$ cat src/rtl/mem_sweep_ctrl.sv
// Fill / parallel-sweep / check controller for a 4-read, 1-write block RAM.
// Writes an address-derived pattern, reads it back four words per cycle and counts mismatches.
module mem_sweep_ctrl #(
  parameter int ADDR_W    = 7,
  parameter int WID_MEM   = 1,
  parameter int DEPTH_MEM = 128,
  parameter int CNT_W     = 16
) (
  input  logic               clk,
  input  logic               reset,
  input  logic               start,
  input  logic [WID_MEM-1:0] seed,
  output logic [ADDR_W-1:0]  raddr1,
  output logic [ADDR_W-1:0]  raddr2,
  output logic [ADDR_W-1:0]  raddr3,
  output logic [ADDR_W-1:0]  raddr4,
  output logic [ADDR_W-1:0]  waddr,
  output logic [WID_MEM-1:0] din,
  input  logic [WID_MEM-1:0] dout1,
  input  logic [WID_MEM-1:0] dout2,
  input  logic [WID_MEM-1:0] dout3,
  input  logic [WID_MEM-1:0] dout4,
  output logic               busy,
  output logic               done,
  output logic               pass,
  output logic [CNT_W-1:0]   err_count,
  output logic [2:0]         state_dbg
);

  typedef enum logic [2:0] {
    S_IDLE  = 3'd0,
    S_FILL  = 3'd1,
    S_READ  = 3'd2,
    S_DRAIN = 3'd3,
    S_DONE  = 3'd4
  } state_t;

  localparam int EXT_W = (WID_MEM > ADDR_W) ? WID_MEM : ADDR_W;
  localparam logic [ADDR_W-1:0] LAST_A = ADDR_W'(DEPTH_MEM - 1);
  localparam logic [ADDR_W-1:0] LAST_B = ADDR_W'(DEPTH_MEM - 4);

  function automatic logic [WID_MEM-1:0] pat(input logic [ADDR_W-1:0] a,
                                             input logic [WID_MEM-1:0] s);
    logic [EXT_W-1:0] ext;
    ext = EXT_W'(a);
    return ext[WID_MEM-1:0] ^ s;
  endfunction

  state_t             state_q, state_d;
  logic [ADDR_W-1:0]  wptr_q, wptr_d;
  logic [ADDR_W-1:0]  base_q, base_d;
  logic [ADDR_W-1:0]  chk_base_q;
  logic               valid_q;
  logic [WID_MEM-1:0] seed_q, seed_d;
  logic [CNT_W-1:0]   err_q, err_d;
  logic               pass_q, pass_d;
  logic               start_prev_q;

  logic [WID_MEM-1:0] dout_a [4];
  logic [2:0]         mm;
  logic [CNT_W:0]     err_sum;
  logic [CNT_W-1:0]   err_acc;

  assign dout_a[0] = dout1;
  assign dout_a[1] = dout2;
  assign dout_a[2] = dout3;
  assign dout_a[3] = dout4;

  // Compare the group whose addresses went out one cycle ago; the sum saturates.
  always_comb begin
    mm = 3'd0;
    for (int k = 0; k < 4; k++) begin
      if (dout_a[k] != pat(chk_base_q + ADDR_W'(k), seed_q)) mm = mm + 3'd1;
    end
    err_sum = {1'b0, err_q} + (CNT_W+1)'(mm);
    err_acc = err_sum[CNT_W] ? '1 : err_sum[CNT_W-1:0];
  end

  always_comb begin
    state_d = state_q;
    wptr_d  = wptr_q;
    base_d  = base_q;
    seed_d  = seed_q;
    err_d   = valid_q ? err_acc : err_q;
    pass_d  = pass_q;
    raddr1  = '0;
    raddr2  = '0;
    raddr3  = '0;
    raddr4  = '0;
    waddr   = '0;
    din     = '0;
    busy    = 1'b0;
    done    = 1'b0;
    case (state_q)
      S_IDLE: begin
        if (start && !start_prev_q) begin
          seed_d  = seed;
          err_d   = '0;
          pass_d  = 1'b0;
          wptr_d  = '0;
          state_d = S_FILL;
        end
      end
      S_FILL: begin
        busy   = 1'b1;
        waddr  = wptr_q;
        din    = pat(wptr_q, seed_q);
        wptr_d = wptr_q + ADDR_W'(1);
        if (wptr_q == LAST_A) begin
          wptr_d  = '0;
          base_d  = '0;
          state_d = S_READ;
        end
      end
      S_READ: begin
        // The RAM writes every cycle, so keep rewriting the last word with its own value.
        busy   = 1'b1;
        waddr  = LAST_A;
        din    = pat(LAST_A, seed_q);
        raddr1 = base_q;
        raddr2 = base_q + ADDR_W'(1);
        raddr3 = base_q + ADDR_W'(2);
        raddr4 = base_q + ADDR_W'(3);
        base_d = base_q + ADDR_W'(4);
        if (base_q == LAST_B) begin
          base_d  = '0;
          state_d = S_DRAIN;
        end
      end
      S_DRAIN: begin
        busy    = 1'b1;
        waddr   = LAST_A;
        din     = pat(LAST_A, seed_q);
        pass_d  = (err_d == '0);
        state_d = S_DONE;
      end
      S_DONE: begin
        done    = 1'b1;
        state_d = S_IDLE;
      end
      default: state_d = S_IDLE;
    endcase
  end

  always_ff @(posedge clk) begin
    if (reset) begin
      state_q      <= S_IDLE;
      wptr_q       <= '0;
      base_q       <= '0;
      chk_base_q   <= '0;
      valid_q      <= 1'b0;
      seed_q       <= '0;
      err_q        <= '0;
      pass_q       <= 1'b0;
      start_prev_q <= 1'b0;
    end else begin
      state_q      <= state_d;
      wptr_q       <= wptr_d;
      base_q       <= base_d;
      chk_base_q   <= base_q;
      valid_q      <= (state_q == S_READ);
      seed_q       <= seed_d;
      err_q        <= err_d;
      pass_q       <= pass_d;
      start_prev_q <= start;
    end
  end

  assign pass      = pass_q;
  assign err_count = err_q;
  assign state_dbg = state_q;

endmodule
$ cat config.mk
export PLATFORM = sky130hd
export DESIGN_NAME = mem_sweep_ctrl
export DESIGN_NICKNAME = d
export VERILOG_FILES = /design/src/rtl/mem_sweep_ctrl.sv
export SDC_FILE = /design/constraint.sdc
export NUM_CORES = 1
export LEC_CHECK = 0
export ABC_CLOCK_PERIOD_IN_PS = 9100
export BUFFER_PORTS_ARGS = -buffer_cell sky130_fd_sc_hd__clkbuf_2
export CORE_MARGIN = 1
export CORE_UTILIZATION = 30
export DETAILED_ROUTE_END_ITERATION = 12
export GPL_TIMING_DRIVEN = 0
export HOLD_SLACK_MARGIN = 0.08
export MAX_ROUTING_LAYER = met4
export RECOVER_POWER = 50
export SETUP_SLACK_MARGIN = 0.3
export SLEW_MARGIN = 40
export SYNTH_ARGS = -nofsm -noshare
export SYNTH_HDL_FRONTEND = slang
export SYNTH_SLANG_ARGS = --single-unit
$ cat constraint.sdc
create_clock -name clk -period 9.1 [get_ports clk]
set_input_delay 1.82 -clock clk [delete_from_list [all_inputs] [get_ports clk]]
set_output_delay 1.82 -clock clk [all_outputs]
set_load 0.01 [all_outputs]
==> out/metrics.yaml <==
power:
  p_leak_nw: 1.216
  power.density_nw_per_um2: 129.7
  irDropWorstVdd_uv: 61.16
yosys:
  mappedNetlistArea_um2: 2338
  synth_edf_count: 0
  syn-instance-count: 301
  syn_avg_cell_area_um2: 7.769
  synth_area_leader_cell: "dfxtp_1"
  synthTopCellsByArea: "dfxtp_1, nor2_1, a21oi_1"
  synthDistinctLibCells: 57
  async_flop_share_pct: 0
  synth_top_area_share_pct: 29.96
  ys_seq_elements: 35
  ys_seq_area_share_pct: 29.96
  synth_ff_type: "dfxtp_1"
  ys_warn_count: 0
floorplanning:
  io_pins: 66
  core-area_um2: 7408
  design.die.area_um2: 8152
  die_w_um: 90.29
  die_h_um: 90.29
  start_util_pct: 31.57
  rows: 31
clock_network:
  postCtsSetupBuffers: 0
  cts_tree: "done"
  ctsHoldBuffers: 0
  clock_sinks: 35
  cts_resized: 0
  cts_buffers: 5
  clock-root-buffer: "clkbuf_8"
  clkTransAtPathRegs_ns: 0.07
  htreeDepth: 2
  clk_latency_ns: 0.29
  clock_path_buffers: 2
global_routing:
  track_usage_pct: 14.29
  grt_overflow: 0
  grt_pass1_vias: 2002
  busiest_layer: "met2"
  grt_use_met2_pct: 21.76
  grt_max_degree: 13
  met1_usage_pct: 19.13
  gr-usage-met3_pct: 3.114
  antenna_found_initial: 0
  grt_first_pass_wirelength_mm: 9.425
setup_path:
  arrival_ns: 5.04
  start_kind: "input pin"
  critPathCaptureType: "flop"
  crit_type: "input pin to flop"
  critPathMaxFanout: 5
  required_ns: 9.32
route:
  ant_nets: 0
  routed_via_density: 4.770
  dr.pass1.iters: 4
  num_vias: 2237
  drc: 0
  wirelength_mm: 5.527
  wl_per_cell_um: 11.78
  dr.first_iter.drc_count: 88
sta:
  hold_viol_final: 0
  fin_ws_ns: 4.282
  fin_skew_ns: 0.009052
  rsz0062_at_grt: "no"
  setup_viol: 0
  period_minus_slack_ns: 4.818
  tns_ns: 0
  timing.final.crit_share_pct: 52.95
  clock.fmax_ghz: 0.2075
  maxSlewViolCount: 0
finish:
  area_delta_synth_final_pct: 22.53
  nets: 385
  post-route-util_pct: 38.68
  nFillCells: 784
  diodes: 0
  layout-drive-gt1-share_pct: 21.35
hold_path:
  hp-class: "flop to flop"
placement:
  globalplace.congestion: 0.8276
  hpwlAfterDp_mm: 4.282
  port_buffers: 58
  place_ws_ns: 3.984
outcome:
  status: "complete, no violations"
flow_run:
  max-cap-violations: 0
==> cell usage in the layout, fill, tap and decap left out, drive strengths merged, types with 3 or more instances in the layout <==
| cell type | instances |
|---|---|
| inv | 13 |
| dfxtp | 35 |
| and4 | 5 |
| mux2i | 6 |
| o21ai | 16 |
| nor2 | 49 |
| and2 | 5 |
| or2 | 3 |
| nand3b | 5 |
| nand2b | 4 |
| a21oi | 32 |
| mux2 | 3 |
| nor2b | 4 |
| xnor2 | 6 |
| and3 | 11 |
| nor3 | 4 |
| nand3 | 9 |
| buf | 22 |
| a211oi | 4 |
| conb | 4 |
| nand4 | 5 |
| nand2 | 14 |
| clkbuf | 69 |
| xor2 | 8 |
| ha | 7 |
==> where the power goes <==
group          internal [mW]  switching, mW  total, mW
clock                  0.109         0.0596      0.169
sequential             0.154        0.00137      0.156
combinational         0.0189         0.0278     0.0467
==> critical path: stages <==
cell and delay [ns]:
clkbuf_2 0.11, xor2_1 0.20, ha_1 0.28, xor2_1 0.26, xor2_1 0.17, ha_1 0.21
nor2_1 0.05, a21oi_1 0.13, o221ai_1 0.13, a21oi_1 0.14, ha_1 0.30, and2b_4 0.21
o21ai_1 0.21, nor2_1 0.17, nor4b_1 0.36, nand4_1 0.16, o22ai_2 0.12
==> registers in the layout, summed over array words and instances, names as in the netlist <==
name          count
start_prev_q      1
valid_q           1
base_q            5
wptr_q            7
state_dbg         3
seed_q            1
pass              1
err_count        16
==> layer usage <==
metal	wire length [um]	vias to the layer above
met5	0	-
met4	43	0
met3	223	4
met2	2528	52
met1	2732	1023
li1	-	1158
==> final timing paths <==
check | cells past startpoint | slack [ns] | from | end
setup / recovery | 17 | 4.28 | dout2 | pass
hold / removal | 2 | 0.52 | pass | pass
setup reg to reg | 17 | 5.37 | seed_q | pass
hold reg to reg | 2 | 0.52 | pass | pass
==> stage by stage <==
step	cell area (um^2)	hold slack [ns]	cells	power [mW]
after global routing	2865	0.5390	469	0.3938
after floorplan	2350	0.4719	304	0.1972
final	2865	0.5150	469	0.3715
after global placement	2764	0.4950	461	0.2061
after detailed placement	2764	0.5013	461	0.2071
after CTS	2900	0.5132	469	0.3780
==> final cells by class <==
class / instances / area, um^2 / share of cell area [%]
Multi-Input combinational cell: 228 / 1421 / 49.61
Sequential cell: 35 / 700.7 / 24.45
Timing Repair Buffer: 58 / 259.0 / 9.039
Buffer: 28 / 175.2 / 6.114
Tap cell: 99 / 123.9 / 4.323
Clock buffer: 5 / 68.82 / 2.402
Clock inverter: 3 / 67.56 / 2.358
Inverter: 13 / 48.80 / 1.703
==> cells in the mapped netlist, drive strengths merged (7+ instances only) <==
cell type / instances
xor2: 8
dfxtp: 35
nand2: 14
and3: 11
buf: 22
ha: 7
nand3: 9
a21oi: 32
o21ai: 16
nor2: 49
inv: 13
==> cells by family (layout without fill, tap and decap cells) <==
family | Yosys count | after routing | synth area share (%)
AOI/OAI and AO/OA | 67 | 67 | 17.60
buffers and inverters | 41 | 107 | 9.631
xor gates and xnor gates | 14 | 14 | 5.244
and+or+nand+nor | 126 | 126 | 28.79
DFF | 35 | 35 | 29.96
adders and majority gates | 8 | 8 | 4.601
muxes | 9 | 9 | 4.013
other | 1 | 4 | 0.1604
(Power assumes the default switching activity.)
